### src/rtl/schmitt_trigger_ctrl.sv
// Clocked hysteresis controller: an inverting Schmitt trigger over an unsigned sample stream,
// with runtime thresholds/dwell loaded over a valid/ready config port.
module schmitt_trigger_ctrl #(
  parameter int WIDTH   = 8,
  parameter int DWELL_W = 4
) (
  input  logic               clk,
  input  logic               rst_n,
  input  logic               cfg_valid,
  output logic               cfg_ready,
  input  logic [WIDTH-1:0]   cfg_maxi,
  input  logic [WIDTH-1:0]   cfg_mini,
  input  logic [DWELL_W-1:0] cfg_dwell,
  output logic               cfg_err,
  output logic               configured,
  input  logic               in_valid,
  output logic               in_ready,
  input  logic [WIDTH-1:0]   in_val,
  output logic               out_val,
  output logic               out_valid,
  output logic               rise,
  output logic               fall
);

  localparam int CW = DWELL_W + 1;

  typedef enum logic [2:0] {
    UNCFG   = 3'd0,
    OUT_LO  = 3'd1,
    PEND_HI = 3'd2,
    OUT_HI  = 3'd3,
    PEND_LO = 3'd4
  } state_t;

  state_t             state_q;
  logic [WIDTH-1:0]   maxi_q;
  logic [WIDTH-1:0]   mini_q;
  logic [DWELL_W-1:0] dwell_q;
  logic [DWELL_W-1:0] cnt_q;
  logic               out_val_q;
  logic               out_valid_q;
  logic               rise_q;
  logic               fall_q;
  logic               cfg_err_q;
  logic               configured_q;

  logic [CW-1:0]      cnt_d;
  logic [CW-1:0]      need_s;
  logic               cfg_ok_s;
  logic               qual_lo_s;
  logic               qual_hi_s;
  logic               sample_acc_s;
  logic               reach_s;

  assign cfg_ready    = 1'b1;
  assign in_ready     = configured_q && !cfg_valid;
  assign sample_acc_s = in_valid && in_ready;
  assign cfg_ok_s     = (cfg_mini < cfg_maxi);
  assign qual_lo_s    = (in_val <= mini_q);
  assign qual_hi_s    = (in_val > maxi_q);
  assign cnt_d        = {1'b0, cnt_q} + {{DWELL_W{1'b0}}, 1'b1};
  // A dwell of zero behaves exactly like a dwell of one.
  assign need_s       = (dwell_q == {DWELL_W{1'b0}}) ? {{DWELL_W{1'b0}}, 1'b1} : {1'b0, dwell_q};
  assign reach_s      = (cnt_d >= need_s);

  assign out_val    = out_val_q;
  assign out_valid  = out_valid_q;
  assign rise       = rise_q;
  assign fall       = fall_q;
  assign cfg_err    = cfg_err_q;
  assign configured = configured_q;

  always_ff @(posedge clk or negedge rst_n) begin
    if (!rst_n) begin
      state_q      <= UNCFG;
      maxi_q       <= {WIDTH{1'b0}};
      mini_q       <= {WIDTH{1'b0}};
      dwell_q      <= {DWELL_W{1'b0}};
      cnt_q        <= {DWELL_W{1'b0}};
      out_val_q    <= 1'b0;
      out_valid_q  <= 1'b0;
      rise_q       <= 1'b0;
      fall_q       <= 1'b0;
      cfg_err_q    <= 1'b0;
      configured_q <= 1'b0;
    end else begin
      out_valid_q <= 1'b0;
      rise_q      <= 1'b0;
      fall_q      <= 1'b0;
      cfg_err_q   <= 1'b0;
      if (cfg_valid) begin
        // Reconfig wins over samples; out_val survives a valid reload.
        if (cfg_ok_s) begin
          maxi_q       <= cfg_maxi;
          mini_q       <= cfg_mini;
          dwell_q      <= cfg_dwell;
          cnt_q        <= {DWELL_W{1'b0}};
          configured_q <= 1'b1;
          state_q      <= out_val_q ? OUT_HI : OUT_LO;
        end else begin
          cfg_err_q <= 1'b1;
        end
      end else if (sample_acc_s) begin
        out_valid_q <= 1'b1;
        case (state_q)
          OUT_LO, PEND_HI: begin
            if (qual_lo_s) begin
              if (reach_s) begin
                out_val_q <= 1'b1;
                rise_q    <= 1'b1;
                cnt_q     <= {DWELL_W{1'b0}};
                state_q   <= OUT_HI;
              end else begin
                cnt_q   <= cnt_d[DWELL_W-1:0];
                state_q <= PEND_HI;
              end
            end else begin
              cnt_q   <= {DWELL_W{1'b0}};
              state_q <= OUT_LO;
            end
          end
          OUT_HI, PEND_LO: begin
            if (qual_hi_s) begin
              if (reach_s) begin
                out_val_q <= 1'b0;
                fall_q    <= 1'b1;
                cnt_q     <= {DWELL_W{1'b0}};
                state_q   <= OUT_LO;
              end else begin
                cnt_q   <= cnt_d[DWELL_W-1:0];
                state_q <= PEND_LO;
              end
            end else begin
              cnt_q   <= {DWELL_W{1'b0}};
              state_q <= OUT_HI;
            end
          end
          UNCFG: begin
            state_q <= UNCFG;
          end
          default: begin
            state_q <= UNCFG;
            cnt_q   <= {DWELL_W{1'b0}};
          end
        endcase
      end else begin
        state_q <= state_q;
      end
    end
  end

endmodule

### config.mk
export PLATFORM = sky130hd
export DESIGN_NAME = schmitt_trigger_ctrl
export DESIGN_NICKNAME = d
export VERILOG_FILES = /design/src/rtl/schmitt_trigger_ctrl.sv
export SDC_FILE = /design/constraint.sdc
export NUM_CORES = 1
export LEC_CHECK = 0
export CORE_MARGIN = 8
export CORE_UTILIZATION = 50
export CTS_BUF_LIST = sky130_fd_sc_hd__clkbuf_16
export CTS_CLUSTER_SIZE = 10
export DETAILED_ROUTE_END_ITERATION = 8
export DONT_BUFFER_PORTS = 1
export GPL_ROUTABILITY_DRIVEN = 0
export PLACE_DENSITY = 0.76
export SLEW_MARGIN = 20
export SYNTH_ARGS = -nofsm -noshare
export SYNTH_HDL_FRONTEND = slang
export SYNTH_SLANG_ARGS = --single-unit
### constraint.sdc
create_clock -name clk -period 2.3 [get_ports clk]
set_clock_uncertainty 0.2 [all_clocks]
set_input_delay 0.46 -clock clk [delete_from_list [all_inputs] [get_ports clk]]
set_output_delay 0.46 -clock clk [all_outputs]
set_load 0.01 [all_outputs]
==> flow_metrics.tcl <==
set metrics [dict create \
    syn_inst 220 \
    rrSetupSlack_ns 0.02 \
    die_height_um 82.1 \
    numCtsBuffers 5 \
    grt_pass1_wl_mm 8.27 \
    outcome "completed" \
    avgRoutedWirePerCell_um 16.7 \
    route.detailed.drc 0 \
    die_area_um2 6750 \
    firstDrtPassIters 4 \
    synth_top_cell_by_area "dfrtp_1" \
    design_area_um2 2740 \
    leakagePower_uw 0.00137 \
    htree_levels 2 \
    drt-initial-drc-count 95 \
    startpoint_type "register" \
    hold_class "in -> reg" \
    fp.coreArea_um2 4290 \
    ys_ff_latch 33 \
    power_density_nw_per_um2 883 \
    ir_worst_vdd_uv 407 \
    cts_tree "yes" \
    clkLatencyLatePin_ns 0.27 \
    synth.avg_cell_area_um2 9.94 \
    arrival_ns 2.24 \
    hold_violations 0 \
    cts-root-buf "clkbuf_16" \
    die_w_um 82.1 \
    antenna_found_initial 0 \
    cts.sinks 33 \
    placed_area_um2 2500 \
    yosysSeqAreaShare_pct 37.8 \
    antennaDiodeCount 0 \
    area_growth_pct 25.2 \
    finalPower_uw 2420 \
    grt_pass1_vias 1774 \
    drive_gt1_share_pct 28.2 \
    path_max_fanout 5 \
    whs_ns 0.131 \
    layout_commonest_cell "dfrtp_1" \
    slew_violations 0 \
    synth_nets 280 \
    avgViaCountPerCell 5.50 \
    critPathCaptureType "register" \
    finalWirelength_mm 5.20 \
    grt_util_all_layers_pct 16.0 \
    finalSetupViolCount 0 \
    critical_path_class "reg -> reg" \
    drv_cap 0 \
    ioPinCount 40 \
    initial_core_util_pct 50.9 \
    period_minus_slack_ns 2.28 \
    final_core_util_pct 63.8 \
    nNetsFinal 319 \
    fillCellCount 335 \
    synth_area_leaders "dfrtp_1, ha_1, mux2_4, inv_1, o21ai_0" \
    port_buffers 0 \
    netlist-cell-type-count 44 \
    ant_nets 0 \
    final_cell_mix "dfrtp_1, buf_4, inv_1" \
    cts.reportedPaths.clkPinSlew_ns 0.05 \
    yosysWarnings 0 \
    netlist_area_um2 2190 \
    num_rows 24 \
    overflow 0 \
    clock_path_buffers 2 \
    fin_crit_sh_pct 99.1 \
    grt_max_degree 34 \
    finalSetupTns_ns 0 \
    dpl.hpwl_mm 3.89 \
    routed-via-count 1710 \
    clock.fmax_mhz 439 \
    critPathRequiredTime_ns 2.26 \
    synth.top_cell.area_share_pct 37.8 \
]
path summary, 6_finish.rpt:
check	from	end	cells past startpoint
worst max-delay path	cnt_q[1]	state_q[0]	8
worst min-delay path	cfg_maxi[0]	maxi_q[0]	1
worst max register to register	cnt_q[1]	state_q[0]	8
worst min register to register	maxi_q[7]	maxi_q[7]	2
max in group asynchronous	rst_n	fall	2
min in group asynchronous	rst_n	mini_q[3]	2
area by class of cell:
class	count	area, um^2	share of cell area (%)
inverter	32	128	4.66
clock buffer	5	125	4.57
tap	52	65.1	2.38
multi-input combinational	151	1270	46.5
clock inverter	2	11.3	0.411
timing repair buffer	36	310	11.3
sequential	33	826	30.2
per-layer routing:
metal	GRT usage, %	vias to the layer above	wire (um)
met5	0	-	0
met4	7.19	0	110
met3	3.46	7	271
met2	27.2	43	2650
met1	19.1	802	2160
li1	-	858	-
metrics by stage:
stage          setup WS (ns)  std cells
2_1_floorplan        -0.0654        220
3_3_place_gp          -0.139        298
3_5_place_dp          -0.201        298
4_1_cts             0.000866        307
5_1_grt              -0.0526        311
6_report              0.0215        311
cells by family (layout without fill, tap and decap cells):
kind of cell	Yosys count	in the layout	share of synthesized area [%]
AOI/OAI and AO/OA	53	53	16.1
and+or+nand+nor	51	51	11.7
buffers and inverters	36	75	7.04
DFF	33	33	37.8
adders and majority gates	28	28	16.0
muxes	16	16	10.4
xor gates and xnor gates	2	2	0.801
other	1	1	0.171
state kept, by name, indices dropped and copies added, names as in the netlist:
register and count:
cnt_q 4, mini_q 8, out_val 1, out_valid 1, cfg_err 1, state_q 3, rise 1, configured 1
maxi_q 8, fall 1, dwell_q 4
where the power goes:
part	switching [uW]	internal (uW)	total [uW]
Sequential	78.1	697	775
Clock	229	390	619
Combinational	486	537	1020
Total	793	1620	2420
timing repair:
item	in CTS	in global routing
pin swaps	0	5
setup endpoints to repair	8	7
hold buffers	2	0
gates resized for setup	6	7
hold endpoints to repair	33	0
gates cloned	0	0
setup buffers	0	4
critical path, stage by stage (launching register included):
cell and delay, ns:
dfrtp_1 0.41, ha_1 0.23, xor2_1 0.15, ha_1 0.29, o21ai_0 0.20, o21ai_2 0.14
o21ai_1 0.13, o211ai_1 0.15, mux2_2 0.28
cells in the mapped netlist, drive strengths merged:
library cell and n:
a211o 1, inv 32, nand3 5, a31oi 3
xor2 1, nor2 10, a2111o 2, ha 28
a211oi 2, nand2b 4, o221a 1, or3b 1
nor2b 5, or3 1, clkbuf 1, o21ai 20
o22ai 1, o2111ai 2, a2bb2oi 1, o21a 1
o311a 1, o31ai 3, nor3 1, and3 1
and2 4, mux2 15, a31o 1, a32o 1
buf 3, a21oi 6, xnor2 1, or2 1
mux2i 1, nand4 4, conb 1, o211ai 4
o311ai 1, dfrtp 33, nand2 14, a21o 2
(Power assumes the default switching activity.)
